--- src/rtl/core_pkg.sv ---
// Shared types and constants for the PC stage: FSM states, target-select codes,
// alignment helpers.
package core_pkg;

   typedef enum logic [1:0] {
      BOOT,
      RUN,
      FAULT
   } pc_state_e;

   typedef enum logic [1:0] {
      SEL_SEQ,
      SEL_BR,
      SEL_JAL,
      SEL_JALR
   } pc_sel_e;

   localparam logic [31:0] INSN_ALIGN_MASK = 32'h3;
   localparam logic [31:0] PC_STEP         = 32'd4;

   function automatic logic is_misaligned(input logic [31:0] addr);
      return (addr & INSN_ALIGN_MASK) != 32'h0;
   endfunction

   function automatic logic [31:0] force_align(input logic [31:0] addr);
      return addr & ~INSN_ALIGN_MASK;
   endfunction

endpackage

--- src/rtl/pc_next_unit_if.sv ---
// Control-flow bus between the decode/compare stage and the PC stage.
// The perf counter outputs exist only when PC_PERF_CNT_EN is defined.
interface pc_next_unit_if;

   logic        advance;
   logic        is_branch;
   logic        branch_taken;
   logic        is_jal;
   logic        is_jalr;
   logic [31:0] imm;
   logic [31:0] rs1_data;
   logic        fault_clr;

   logic [31:0] pc;
   logic [31:0] pc_plus4;
   logic        fetch_en;
   logic        misalign_fault;
   logic [31:0] fault_pc;
   logic [31:0] fault_target;
`ifdef PC_PERF_CNT_EN
   logic [31:0] retired_cnt;
   logic [31:0] taken_cnt;
`endif

   modport master (
      output advance, is_branch, branch_taken, is_jal, is_jalr, imm, rs1_data, fault_clr,
      input  pc, pc_plus4, fetch_en, misalign_fault, fault_pc, fault_target
`ifdef PC_PERF_CNT_EN
      , input retired_cnt, taken_cnt
`endif
   );

   modport slave (
      input  advance, is_branch, branch_taken, is_jal, is_jalr, imm, rs1_data, fault_clr,
      output pc, pc_plus4, fetch_en, misalign_fault, fault_pc, fault_target
`ifdef PC_PERF_CNT_EN
      , output retired_cnt, taken_cnt
`endif
   );

endinterface

--- src/rtl/pc_next_unit_target_sel.sv ---
// Combinational next-PC mux and misaligned-target detection.
// Priority: JALR > JAL > taken branch > sequential.
module pc_target_sel
   import core_pkg::*;
(
   input  logic [31:0] pc,
   input  logic        is_branch,
   input  logic        branch_taken,
   input  logic        is_jal,
   input  logic        is_jalr,
   input  logic [31:0] imm,
   input  logic [31:0] rs1_data,
   output logic [31:0] pc_plus4,
   output logic [31:0] target,
   output pc_sel_e     sel,
   output logic        misaligned
);

   logic [31:0] pc_rel;
   logic [31:0] jalr_sum;

   assign pc_plus4 = pc + PC_STEP;
   assign pc_rel   = pc + imm;
   assign jalr_sum = rs1_data + imm;

   always_comb begin
      sel    = SEL_SEQ;
      target = pc_plus4;
      if (is_jalr) begin
         sel    = SEL_JALR;
         target = jalr_sum & ~32'h1;
      end else if (is_jal) begin
         sel    = SEL_JAL;
         target = pc_rel;
      end else if (is_branch && branch_taken) begin
         sel    = SEL_BR;
         target = pc_rel;
      end
   end

   // pc is always word-aligned, so the sequential target can never fault
   assign misaligned = (sel != SEL_SEQ) && is_misaligned(target);

endmodule

--- src/rtl/pc_next_unit.sv ---
// PC register, boot sequencer and misalign-fault FSM.
// Optional macro PC_PERF_CNT_EN adds retired/taken counters on the bus.
//
// state | meaning
// BOOT  | post-reset hold, counting up to BOOT_DELAY, no fetch
// RUN   | fetching; pc advances to the selected target on advance
// FAULT | misaligned target seen; pc parked at TRAP_VECTOR until fault_clr
module pc_next_unit
   import core_pkg::*;
#(
   parameter logic [31:0] RESET_VECTOR = 32'h0000_0000,
   parameter logic [31:0] TRAP_VECTOR  = 32'h0000_0100,
   parameter int unsigned BOOT_DELAY   = 2
) (
   input  logic          clk,
   input  logic          rst_n,
   pc_next_unit_if.slave bus
);

   localparam logic [31:0] RESET_PC   = force_align(RESET_VECTOR);
   localparam logic [31:0] TRAP_PC    = force_align(TRAP_VECTOR);
   localparam logic [7:0]  BOOT_LIMIT = 8'(BOOT_DELAY);

   pc_state_e   state_q, state_d;
   logic [7:0]  cnt_q, cnt_d;
   logic [31:0] pc_q, pc_d;
   logic [31:0] fault_pc_q, fault_pc_d;
   logic [31:0] fault_tgt_q, fault_tgt_d;

   logic [31:0] target;
   logic        misaligned;
`ifdef PC_PERF_CNT_EN
   pc_sel_e     sel;
   logic [31:0] retired_q, retired_d;
   logic [31:0] taken_q, taken_d;
`endif

   pc_target_sel u_target_sel (
      .pc           (pc_q),
      .is_branch    (bus.is_branch),
      .branch_taken (bus.branch_taken),
      .is_jal       (bus.is_jal),
      .is_jalr      (bus.is_jalr),
      .imm          (bus.imm),
      .rs1_data     (bus.rs1_data),
      .pc_plus4     (bus.pc_plus4),
      .target       (target),
`ifdef PC_PERF_CNT_EN
      .sel          (sel),
`else
      .sel          (),
`endif
      .misaligned   (misaligned)
   );

   always_comb begin
      state_d     = state_q;
      cnt_d       = cnt_q;
      pc_d        = pc_q;
      fault_pc_d  = fault_pc_q;
      fault_tgt_d = fault_tgt_q;
`ifdef PC_PERF_CNT_EN
      retired_d   = retired_q;
      taken_d     = taken_q;
`endif
      case (state_q)
         BOOT: begin
            if (cnt_q == BOOT_LIMIT) state_d = RUN;
            else                     cnt_d   = cnt_q + 8'd1;
         end
         RUN: begin
            if (bus.advance) begin
               if (misaligned) begin
                  fault_pc_d  = pc_q;
                  fault_tgt_d = target;
                  pc_d        = TRAP_PC;
                  state_d     = FAULT;
               end else begin
                  pc_d = target;
`ifdef PC_PERF_CNT_EN
                  retired_d = retired_q + 32'd1;
                  if (sel != SEL_SEQ) taken_d = taken_q + 32'd1;
`endif
               end
            end
         end
         FAULT: begin
            // pc already holds TRAP_PC; clearing resumes fetch right there
            if (bus.fault_clr) state_d = RUN;
         end
         default: state_d = BOOT;
      endcase
   end

   always_ff @(posedge clk) begin
      if (!rst_n) begin
         state_q     <= BOOT;
         cnt_q       <= 8'd0;
         pc_q        <= RESET_PC;
         fault_pc_q  <= 32'h0;
         fault_tgt_q <= 32'h0;
`ifdef PC_PERF_CNT_EN
         retired_q   <= 32'h0;
         taken_q     <= 32'h0;
`endif
      end else begin
         state_q     <= state_d;
         cnt_q       <= cnt_d;
         pc_q        <= pc_d;
         fault_pc_q  <= fault_pc_d;
         fault_tgt_q <= fault_tgt_d;
`ifdef PC_PERF_CNT_EN
         retired_q   <= retired_d;
         taken_q     <= taken_d;
`endif
      end
   end

   assign bus.pc             = pc_q;
   assign bus.fetch_en       = (state_q == RUN);
   assign bus.misalign_fault = (state_q == FAULT);
   assign bus.fault_pc       = fault_pc_q;
   assign bus.fault_target   = fault_tgt_q;
`ifdef PC_PERF_CNT_EN
   assign bus.retired_cnt    = retired_q;
   assign bus.taken_cnt      = taken_q;
`endif

endmodule
--- src/flat_wrapper.sv ---
// flat-port wrapper written by rule: the top's interface ports become plain ports
module pc_next_unit_flat import core_pkg::*;
#(
   parameter logic [31:0] RESET_VECTOR = 32'h0000_0000,
   parameter logic [31:0] TRAP_VECTOR  = 32'h0000_0100,
   parameter int unsigned BOOT_DELAY   = 2
)
  (clk, rst_n, bus_advance, bus_is_branch, bus_branch_taken, bus_is_jal, bus_is_jalr, bus_imm, bus_rs1_data, bus_fault_clr, bus_pc, bus_pc_plus4, bus_fetch_en, bus_misalign_fault, bus_fault_pc, bus_fault_target);
  pc_next_unit_if bus_i ();
  input  logic clk;
  input  logic rst_n;
  input wire logic [$bits(bus_i.advance)-1:0] bus_advance;
  input wire logic [$bits(bus_i.is_branch)-1:0] bus_is_branch;
  input wire logic [$bits(bus_i.branch_taken)-1:0] bus_branch_taken;
  input wire logic [$bits(bus_i.is_jal)-1:0] bus_is_jal;
  input wire logic [$bits(bus_i.is_jalr)-1:0] bus_is_jalr;
  input wire logic [$bits(bus_i.imm)-1:0] bus_imm;
  input wire logic [$bits(bus_i.rs1_data)-1:0] bus_rs1_data;
  input wire logic [$bits(bus_i.fault_clr)-1:0] bus_fault_clr;
  output wire logic [$bits(bus_i.pc)-1:0] bus_pc;
  output wire logic [$bits(bus_i.pc_plus4)-1:0] bus_pc_plus4;
  output wire logic [$bits(bus_i.fetch_en)-1:0] bus_fetch_en;
  output wire logic [$bits(bus_i.misalign_fault)-1:0] bus_misalign_fault;
  output wire logic [$bits(bus_i.fault_pc)-1:0] bus_fault_pc;
  output wire logic [$bits(bus_i.fault_target)-1:0] bus_fault_target;
  assign bus_i.advance = bus_advance;
  assign bus_i.is_branch = bus_is_branch;
  assign bus_i.branch_taken = bus_branch_taken;
  assign bus_i.is_jal = bus_is_jal;
  assign bus_i.is_jalr = bus_is_jalr;
  assign bus_i.imm = bus_imm;
  assign bus_i.rs1_data = bus_rs1_data;
  assign bus_i.fault_clr = bus_fault_clr;
  assign bus_pc = bus_i.pc;
  assign bus_pc_plus4 = bus_i.pc_plus4;
  assign bus_fetch_en = bus_i.fetch_en;
  assign bus_misalign_fault = bus_i.misalign_fault;
  assign bus_fault_pc = bus_i.fault_pc;
  assign bus_fault_target = bus_i.fault_target;
  pc_next_unit #(.RESET_VECTOR(RESET_VECTOR), .TRAP_VECTOR(TRAP_VECTOR), .BOOT_DELAY(BOOT_DELAY)) u_core (.clk(clk), .rst_n(rst_n), .bus(bus_i));
endmodule
--- config.mk ---
export PLATFORM = sky130hd
export DESIGN_NAME = pc_next_unit_flat
export DESIGN_NICKNAME = d
export VERILOG_FILES = /design/src/rtl/core_pkg.sv /design/src/rtl/pc_next_unit_if.sv /design/src/rtl/pc_next_unit_target_sel.sv /design/src/rtl/pc_next_unit.sv /design/src/flat_wrapper.sv
export SDC_FILE = /design/constraint.sdc
export NUM_CORES = 1
export LEC_CHECK = 0
export BUFFER_PORTS_ARGS = -buffer_cell sky130_fd_sc_hd__buf_2
export CELL_PAD_IN_SITES_DETAIL_PLACEMENT = 0
export CELL_PAD_IN_SITES_GLOBAL_PLACEMENT = 1
export CORE_ASPECT_RATIO = 1.25
export CORE_MARGIN = 3
export CORE_UTILIZATION = 43
export CTS_BUF_LIST = sky130_fd_sc_hd__clkbuf_4 sky130_fd_sc_hd__clkbuf_8
export DETAILED_ROUTE_END_ITERATION = 6
export MAX_ROUTING_LAYER = met4
export PLACE_DENSITY_LB_ADDON = 0.1
export SYNTH_ARGS = -nofsm -noshare
export SYNTH_HDL_FRONTEND = slang
export SYNTH_SLANG_ARGS = --single-unit
export TNS_END_PERCENT = 10
--- constraint.sdc ---
create_clock -name clk -period 8.4 [get_ports clk]
set_input_delay 1.26 -clock clk [delete_from_list [all_inputs] [get_ports clk]]
set_output_delay 1.26 -clock clk [all_outputs]
set_load 0.005 [all_outputs]
==> results.cfg, run 1 <==
[final_layout]
layout_common_cells = buf_2, nand2_1, a21oi_1
final_area_um2 = 9830
n_antenna_cell = 0
layout-drive-gt1-share = 0.190
final_common_cell = buf_2
final_cells = 1574
nets = 1447
utilization = 0.516
syn_to_final_growth_pct = 15.7

[worst_setup_path]
critical_path_class = in -> reg
slowest_delay_ns = 0.86
arrival_ns = 4.37
cp-start-kind = primary input
path_max_fanout = 4
worstReg2RegStart = u_core.bus.pc[0]$_SDFFE_PN0P_
crit_required_ns = 8.62
slowest_stage = a2111oi_0
r2r_end = u_core.bus.fault_target[28]$_SDFFE_PN0P_
r2r_cells = 11
r2r_slack_ns = 4.72
end_kind = register
cp_cell_sequence = buf_2 -> ha_1 -> inv_1 -> fa_1 -> nand2b_1 -> a21oi_2 -> o21ai_2 -> a2111oi_0 -> nor2_1 -> nand4_1 -> nor4bb_1 -> o31ai_1

[logic_synthesis]
ys_warn_count = 0
syn_area_um2 = 8490
synthCells = 1154
async_flop_share = 0
synth_cell_types = 84
syn_nets = 1292
ys_seq_area_frac = 0.250
synth-edff-count = 0
ys_ff_latch = 106
ys.flop_type = dfxtp_1
syn_area_per_cell_um2 = 7.36

[clock_network]
cts_root_buffer = clkbuf_8
cts_setup_buffers = 0
postCtsHoldBufs = 0
cts_buffer_depth = 2
cts.clk_slew.worst_paths_ns = 0.10
insertion_delay_ns = 0.36
cts_htree_levels = 3
numCtsBuffers = 9
cts_tree = done
cts_resized = 0
cts_sinks = 106

[floorplan]
fp.dieArea_um2 = 21500
fp.coreArea_um2 = 19100
die_w_um = 132
rows = 56
io_pins = 202
die_y_um = 163
initial_utilization = 0.446

[grt]
grt_max_degree = 62
grt_antenna_before_repair = 0
overflow = 0
grt_first_pass_wirelength_um = 48700
grt_pass1_vias = 8596
grt_usage = 0.295

[place]
port_buffers = 201
postPlaceCellArea_um2 = 9640
post-place-ws_ns = 3.96
gp_congestion = 0.973
place_inst = 1559
hpwl_um = 25300

[detailed_routing]
via_per_inst = 5.84
num_vias = 9191
first_iter_violations = 637
wl_um = 31900
drc = 0
drt_pass1_iterations = 6
routedWlPerCell_um = 20.3
ant_nets = 0

[min_path]
holdPathStages = 2
hold_class = reg -> reg
min_to = u_core.bus.fault_target[3]$_SDFFE_PN0P_
hp-start = u_core.bus.fault_target[3]$_SDFFE_PN0P_

[power_and_ir_drop]
vdd_drop_max_mv = 0.0894
p_total_mw = 1.37
p_per_area_nw_per_um2 = 139
p_leak_nw = 4.41

[sta]
relSlewSlack = 0.327
tns_ns = 0
finalWorstSetupSlack_ns = 4.25
rsz0062_at_grt = no
final-hold-violation-count = 0
finClkSkew_ns = 0.0147
setup_viol = 0
tightest_slew_ns = 0.985
fmax_mhz = 241
fin_crit_ns = 4.15
drv_slew = 0
holdWs_ns = 0.454
period_share = 0.494

[run_status]
status = completed

[flow_run]
drv_cap = 0
-- per-layer routing --
metal,track usage,share of wire
met4,0.114,0.041
met1,0.345,0.41
met2,0.522,0.51
met5,-,0
met3,0.0302,0.047
-- registers in the layout, indices dropped and copies added (netlist names) --
register,cells
u_core.bus.fault_pc,32
u_core.cnt_q,8
u_core.bus.pc,32
u_core.state_q,2
u_core.bus.fault_target,32
-- cells by family after synthesis --
family / after synthesis / share of synthesized area
flip-flops: 106 / 0.250
multiplexers: 11 / 0.0131
adder cells (fa/ha/maj): 66 / 0.0990
XOR/XNOR: 68 / 0.0701
AND/OR/NAND/NOR: 448 / 0.245
buffers and inverters: 90 / 0.0418
AO/OA/AOI/OAI: 365 / 0.281
-- synthesized netlist by cell type, types with 16 or more instances --
master	count	area, um2
a211oi_1	17	128
a21o_1	31	233
a21oi_1	122	611
clkbuf_1	56	210
dfxtp_1	106	2120
ha_1	64	801
inv_1	25	93.8
nand2_1	185	694
nand2b_1	16	100
nand3_1	50	250
nand4_1	21	131
nor2_1	92	345
nor3_1	20	100
o21ai_0	63	315
o31ai_1	19	143
xnor2_1	40	350
xor2_1	28	245
-- worst max-delay path by stage --
stage,slack [ns],depth (start not counted),startpoint,endpoint
after floorplan,4.88,11,bus_imm[0],u_core.bus.fault_target[18]$_SDFFE_PN0P_
after global placement,4.01,12,bus_imm[0],u_core.bus.fault_target[28]$_SDFFE_PN0P_
after detailed placement,3.96,12,bus_imm[0],u_core.bus.fault_target[28]$_SDFFE_PN0P_
after CTS,4.34,7,u_core.bus.pc[2]$_SDFFE_PN0P_,bus_pc_plus4[24]
after global routing,4.05,12,bus_imm[0],u_core.bus.fault_target[28]$_SDFFE_PN0P_
final,4.25,12,bus_imm[0],u_core.bus.fault_target[28]$_SDFFE_PN0P_
-- power by group --
part | internal (mW) | switching [mW]
clock network | 0.137 | 0.174
registers | 0.528 | 0.0410
logic | 0.181 | 0.306
total | 0.846 | 0.521
-- final cells by class --
class / count / area, um2
fill: 2017 / 9230
sequential: 106 / 2120
multi-input combinational: 958 / 6030
clock inverter: 6 / 66.3
inverter: 26 / 97.6
tap: 261 / 327
clock buffer: 9 / 124
timing repair buffer: 208 / 1060
-- worst max-delay path: cells and delay by family --
kind                     cells  cell delay (ns)
buffers and inverters        2             0.16
adder cells (fa/ha/maj)      2             0.53
AND/OR/NAND/NOR              4             1.08
AO/OA/AOI/OAI                4             1.35
Note: power is estimated with default switching activity, not from simulation.
==> inputs of run 2 (changes only) <==
- ABC_AREA: default -> 1
- CORE_UTILIZATION: 43 -> 35
- clock period: 8.4 -> 3.6 ns (I/O delays scaled with it)
==> run 2 against run 1 <==
Compared with the run above:
- synthesized area increased by 19%
- core utilization decreased by 10 points
- clock skew increased by 0.0060 ns
- critical path depth decreased by 5
- hold slack got worse by 0.011 ns
- clock power increased by 130%
- combinational power increased to 3.1 times the previous value
- total power increased to 2.6 times the previous value
- largest cell class unchanged
- largest power group is now combinational logic
- highest routed layer unchanged
==> results.cfg, run 2 <==
[run_status]
status = completed

[sta]
fmax_mhz = 325
final-hold-violation-count = 0
tightest_slew_ns = 0.682
finClkSkew_ns = 0.0207
fin_crit_ns = 3.08
relSlewSlack = 0.545
tns_ns = 0
period_share = 0.855
holdWs_ns = 0.443
drv_slew = 0
setup_viol = 0
rsz0062_at_grt = no

[worst_setup_path]
worstReg2RegStart = u_core.bus.pc[1]$_SDFFE_PN0P_
cp_cell_sequence = ha_1 -> nand3_2 -> inv_1 -> nand3_2 -> nor2_1 -> xor2_1 -> buf_2
crit_required_ns = 3.06
arrival_ns = 2.54
slowest_delay_ns = 0.62
cp_num_buf_inv = 2
startpoint = u_core.bus.pc[2]$_SDFFE_PN0P_
worstSetupPathDepth = 7
r2r_cells = 14
cpMostUsedCell = nand3_2
r2r_slack_ns = 0.85
timing.critical_path.max_delay_family = flip-flops
critical_path_class = reg -> out
crit_path_end = bus_pc_plus4[16]
cp-start-kind = register
end_kind = output pin
path_max_fanout = 7
r2r_end = u_core.bus.fault_target[17]$_SDFFE_PN0P_
slowest_stage = dfxtp_1

[grt]
grt_antenna_before_repair = 0
grt_pass1_vias = 11000
grt_usage = 0.268
grt_max_degree = 50
overflow = 0
grt_first_pass_wirelength_um = 62200

[detailed_routing]
ant_nets = 0
wl_um = 41200
num_vias = 11600
drc = 0
routedWlPerCell_um = 17.6
wl_met2_um = 19700
first_iter_violations = 695
drt_pass1_iterations = 5
top_layer_used = met4
met3_length_um = 1810
via_per_inst = 4.97
wl_met1_um = 18800

[floorplan]
rows = 68
fp.dieArea_um2 = 30900
fp.coreArea_um2 = 28000
die_y_um = 196
initial_utilization = 0.360
die_w_um = 158
io_pins = 202

[flow_run]
drv_cap = 0

[logic_synthesis]
ys_seq_area_frac = 0.211
synth_cell_types = 41
synth_area_leaders = nand2_1, dfxtp_1, inv_1
ys_top_cells_by_count = nand2_1, inv_1, a21oi_1, nor2_1, nand3_1
syn_area_per_cell_um2 = 5.61
ys_warn_count = 0
synth_top_cell_area_share = 0.238
ys.flop_type = dfxtp_1
async_flop_share = 0
syn_nets = 1936
synth_top_area_cell = nand2_1
syn_area_um2 = 10100
synthCells = 1798
synth-edff-count = 0
yosysMostFrequentCell = nand2_1
ys_ff_latch = 106

[place]
hpwl_um = 34400
place_inst = 2325
port_buffers = 201
gp_congestion = 0.965

[clock_network]
cts_root_buffer = clkbuf_8
cts_setup_buffers = 0
cts_resized = 0
insertion_delay_ns = 0.40
cts_buffer_depth = 2
numCtsBuffers = 9
postCtsHoldBufs = 0
cts_htree_levels = 3
cts.clk_slew.worst_paths_ns = 0.11
cts_sinks = 106
cts_tree = done

[power_and_ir_drop]
p_leak_nw = 6.56
p_per_area_nw_per_um2 = 310
vdd_drop_max_mv = 0.173
p_total_mw = 3.60

[min_path]
hold_class = in -> reg

[final_layout]
syn_to_final_growth_pct = 15.3
n_antenna_cell = 0
nets = 2124
layout_common_cells = nand2_1, inv_1, buf_2
final_common_cell = nand2_1
layout-drive-gt1-share = 0.135
final_cells = 2341
## run 2: cell types whose count changed after synthesis, sizes merged, moves of 17 or more
| cell | previous run | this run |
|---|---|---|
| a21o | 31 | 2 |
| a21oi | 124 | 160 |
| buf | 7 | 24 |
| clkbuf | 57 | 22 |
| inv | 25 | 320 |
| nand2 | 185 | 641 |
| nand3 | 50 | 121 |
| nor2 | 92 | 132 |
| o21ai | 68 | 99 |
| o31ai | 20 | 0 |
| xnor2 | 40 | 9 |
## run 2: tightest hold or removal path, delay by kind of cell
| kind | cells | cell delay (ns) |
|---|---|---|
| AO/OA/AOI/OAI | 1 | 0.07 |
| buffers and inverters | 2 | 0.10 |
| AND/OR/NAND/NOR | 1 | 0.09 |
## run 2: routing by layer
layer | vias up | global-route usage
li1 | 6012 | -
met1 | 5264 | 0.356
met2 | 316 | 0.447
met3 | 36 | 0.0154
met4 | 0 | 0.0656
met5 | - | -
## run 2: logic make-up (layout without fill, tap and decap cells)
group | count (synthesis) | in the layout | synth area share
simple gates | 947 | 947 | 0.388
fa+ha+maj | 66 | 66 | 0.0834
compound gates | 278 | 278 | 0.144
flops | 106 | 106 | 0.211
buf+inv | 366 | 559 | 0.144
xor+xnor | 35 | 35 | 0.0304
## run 2: area by class of cell
cell class              instances  area [um2]
clock inverters                 5        40.0
flip-flops and latches        106        2120
repair buffers                223        1170
multi-input cells            1326        6510
inverters                     320        1200
clock buffers                  11         139
fillers                      3243       16400
well taps                     350         438
## run 2: per-stage QoR
| step | utilization | area [um2] | setup slack (ns) |
|---|---|---|---|
| after CTS | 0.415 | 11600 | 0.560 |
| final | 0.415 | 11600 | 0.524 |
| after global placement | 0.409 | 11400 | 0.671 |
| after detailed placement | 0.409 | 11400 | 0.638 |
| after global routing | 0.415 | 11600 | 0.444 |
| after floorplan | - | 10100 | 1.20 |
## run 2: report_power, final
part           internal [mW]  leakage (nW)  switching [mW]
Clock                  0.273        0.0883           0.443
Sequential              1.27         0.857           0.105
Combinational          0.504          5.62            1.00
## run 2: worst min path at each step
stage | startpoint | to | slack (ns) | cells after the start
after floorplan | u_core.cnt_q[5]$_SDFFE_PN0P_ | u_core.cnt_q[5]$_SDFFE_PN0P_ | 0.45 | 2
after global placement | u_core.bus.fault_pc[19]$_SDFFE_PN0P_ | u_core.bus.fault_pc[19]$_SDFFE_PN0P_ | 0.45 | 2
after detailed placement | u_core.bus.fault_pc[25]$_SDFFE_PN0P_ | u_core.bus.fault_pc[25]$_SDFFE_PN0P_ | 0.45 | 2
after CTS | bus_fault_clr | u_core.state_q[1]$_SDFFE_PN0P_ | 0.43 | 4
after global routing | bus_fault_clr | u_core.state_q[1]$_SDFFE_PN0P_ | 0.45 | 4
final | bus_fault_clr | u_core.state_q[1]$_SDFFE_PN0P_ | 0.44 | 4
==> inputs of run 3 (changes only) <==
- CTS_BUF_LIST: sky130_fd_sc_hd__clkbuf_4 sky130_fd_sc_hd__clkbuf_8 -> sky130_fd_sc_hd__clkbuf_4
==> run 3 against run 2 <==
Compared with the run above:
- sequential power barely moved
- maximum frequency fell by 2.9%
- critical path depth did not move
- routed wire length fell by 0.10%
- global-route usage barely moved
- die area did not move
- clock skew rose by 0.0050 ns
- via count barely moved
- critical path type unchanged
- highest routed layer unchanged
==> results.cfg, run 3 (synthesis results as in run 2) <==
[power_and_ir_drop]
p_per_area_nw_per_um2 = 300
vdd_drop_max_mv = 0.140
p_leak_nw = 6.54

[grt]
grt_antenna_before_repair = 1
overflow = 0
grt_pass1_vias = 11000
grt_first_pass_wirelength_um = 62200
grt_max_degree = 50
grt_usage = 0.268

[worst_setup_path]
crit_required_ns = 3.06
end_kind = output pin
r2r_end = u_core.bus.fault_target[17]$_SDFFE_PN0P_
r2r_cells = 14
path_max_fanout = 7
arrival_ns = 2.63
cp-start-kind = register
r2r_slack_ns = 0.86
worstReg2RegStart = u_core.bus.pc[1]$_SDFFE_PN0P_
critical_path_class = reg -> out

[floorplan]
io_pins = 202
die_y_um = 196
fp.coreArea_um2 = 28000
initial_utilization = 0.360
rows = 68
die_w_um = 158
fp.dieArea_um2 = 30900

[place]
hpwl_um = 34400
gp_congestion = 0.965
port_buffers = 201

[final_layout]
nets = 2124
n_fill_cell = 3250
layout-drive-gt1-share = 0.135
layout_common_cells = nand2_1, inv_1, buf_2
syn_to_final_growth_pct = 14.8
final_common_cell = nand2_1

[flow_run]
drv_cap = 0

[clock_network]
cts_htree_levels = 3
insertion_delay_ns = 0.48
cts_setup_buffers = 0
cts_resized = 0
cts.clk_slew.worst_paths_ns = 0.17
postCtsHoldBufs = 0
numCtsBuffers = 9
cts_buffer_depth = 2
cts_sinks = 106
cts_tree = done
cts_root_buffer = clkbuf_4

[sta]
tns_ns = 0
setup_viol = 0
final-hold-violation-count = 0
finClkSkew_ns = 0.0258
tightest_slew_ns = 0.677
holdWs_ns = 0.339
drv_slew = 0
relSlewSlack = 0.548
fin_crit_ns = 3.17
rsz0062_at_grt = no
period_share = 0.880
fmax_mhz = 316

[detailed_routing]
first_iter_violations = 699
drc = 0
via_per_inst = 4.96
wl_um = 41100
drt_pass1_iterations = 6
routedWlPerCell_um = 17.6
ant_nets = 0
num_vias = 11600

[min_path]
hp-start = bus_fault_clr
holdPathStages = 4
hold_class = in -> reg
min_to = u_core.state_q[1]$_SDFFE_PN0P_

[run_status]
status = completed
-- run 3: cell types whose count changed in the layout (fill, tap and decap cells not counted), sizes merged --
| cell | previous run | this run |
|---|---|---|
| diode | 0 | 1 |
-- run 3: worst max path at each step --
stage / startpoint / end / slack [ns]
after floorplan: bus_imm[0] / u_core.bus.fault_target[10]$_SDFFE_PN0P_ / 1.20
after global placement: bus_imm[0] / u_core.bus.fault_target[29]$_SDFFE_PN0P_ / 0.67
after detailed placement: bus_imm[0] / u_core.bus.fault_target[17]$_SDFFE_PN0P_ / 0.64
after CTS: u_core.bus.pc[2]$_SDFFE_PN0P_ / bus_pc_plus4[28] / 0.43
after global routing: u_core.bus.pc[2]$_SDFFE_PN0P_ / bus_pc_plus4[16] / 0.31
final: u_core.bus.pc[2]$_SDFFE_PN0P_ / bus_pc_plus4[16] / 0.43
-- run 3: cell type report --
| type | instances | area [um2] | area share |
|---|---|---|---|
| inverters | 320 | 1200 | 0.104 |
| repair buffers | 223 | 1170 | 0.101 |
| well taps | 350 | 438 | 0.0379 |
| flip-flops and latches | 106 | 2120 | 0.183 |
| diodes | 1 | 2.50 | 0.000216 |
| clock buffers | 11 | 82.6 | 0.00714 |
| multi-input cells | 1326 | 6510 | 0.563 |
| clock inverters | 5 | 40.0 | 0.00346 |
-- run 3: power by group --
group          internal (mW)  total (mW)  switching, mW
Sequential              1.27        1.38          0.105
Clock                  0.163       0.586          0.423
Combinational          0.504        1.51           1.00
-- run 3: metrics by stage --
step | utilization | power, mW | std cells | setup WS (ns) | instance area [um2]
2_1_floorplan | - | 2.34 | 1798 | 1.20 | 10100
3_3_place_gp | 0.409 | 2.91 | 2325 | 0.671 | 11400
3_5_place_dp | 0.409 | 2.91 | 2325 | 0.638 | 11400
4_1_cts | 0.413 | 3.49 | 2341 | 0.435 | 11600
5_1_grt | 0.413 | 3.74 | 2342 | 0.313 | 11600
6_report | 0.413 | 3.47 | 2342 | 0.433 | 11600
-- run 3: routing by layer --
metal	GRT usage	vias to the layer above	share of wire
li1	-	6009	-
met1	0.355	5253	0.46
met2	0.447	326	0.48
met3	0.0137	38	0.043
met4	0.0656	0	0.021
met5	-	-	0
-- run 3: worst max-delay path: stages, from the launching register on --
cell     delay [ns]
dfxtp_1        0.63
ha_1           0.37
nand3_2        0.14
inv_1          0.21
nand3_2        0.14
nor2_1         0.13
xor2_1         0.33
buf_2          0.19
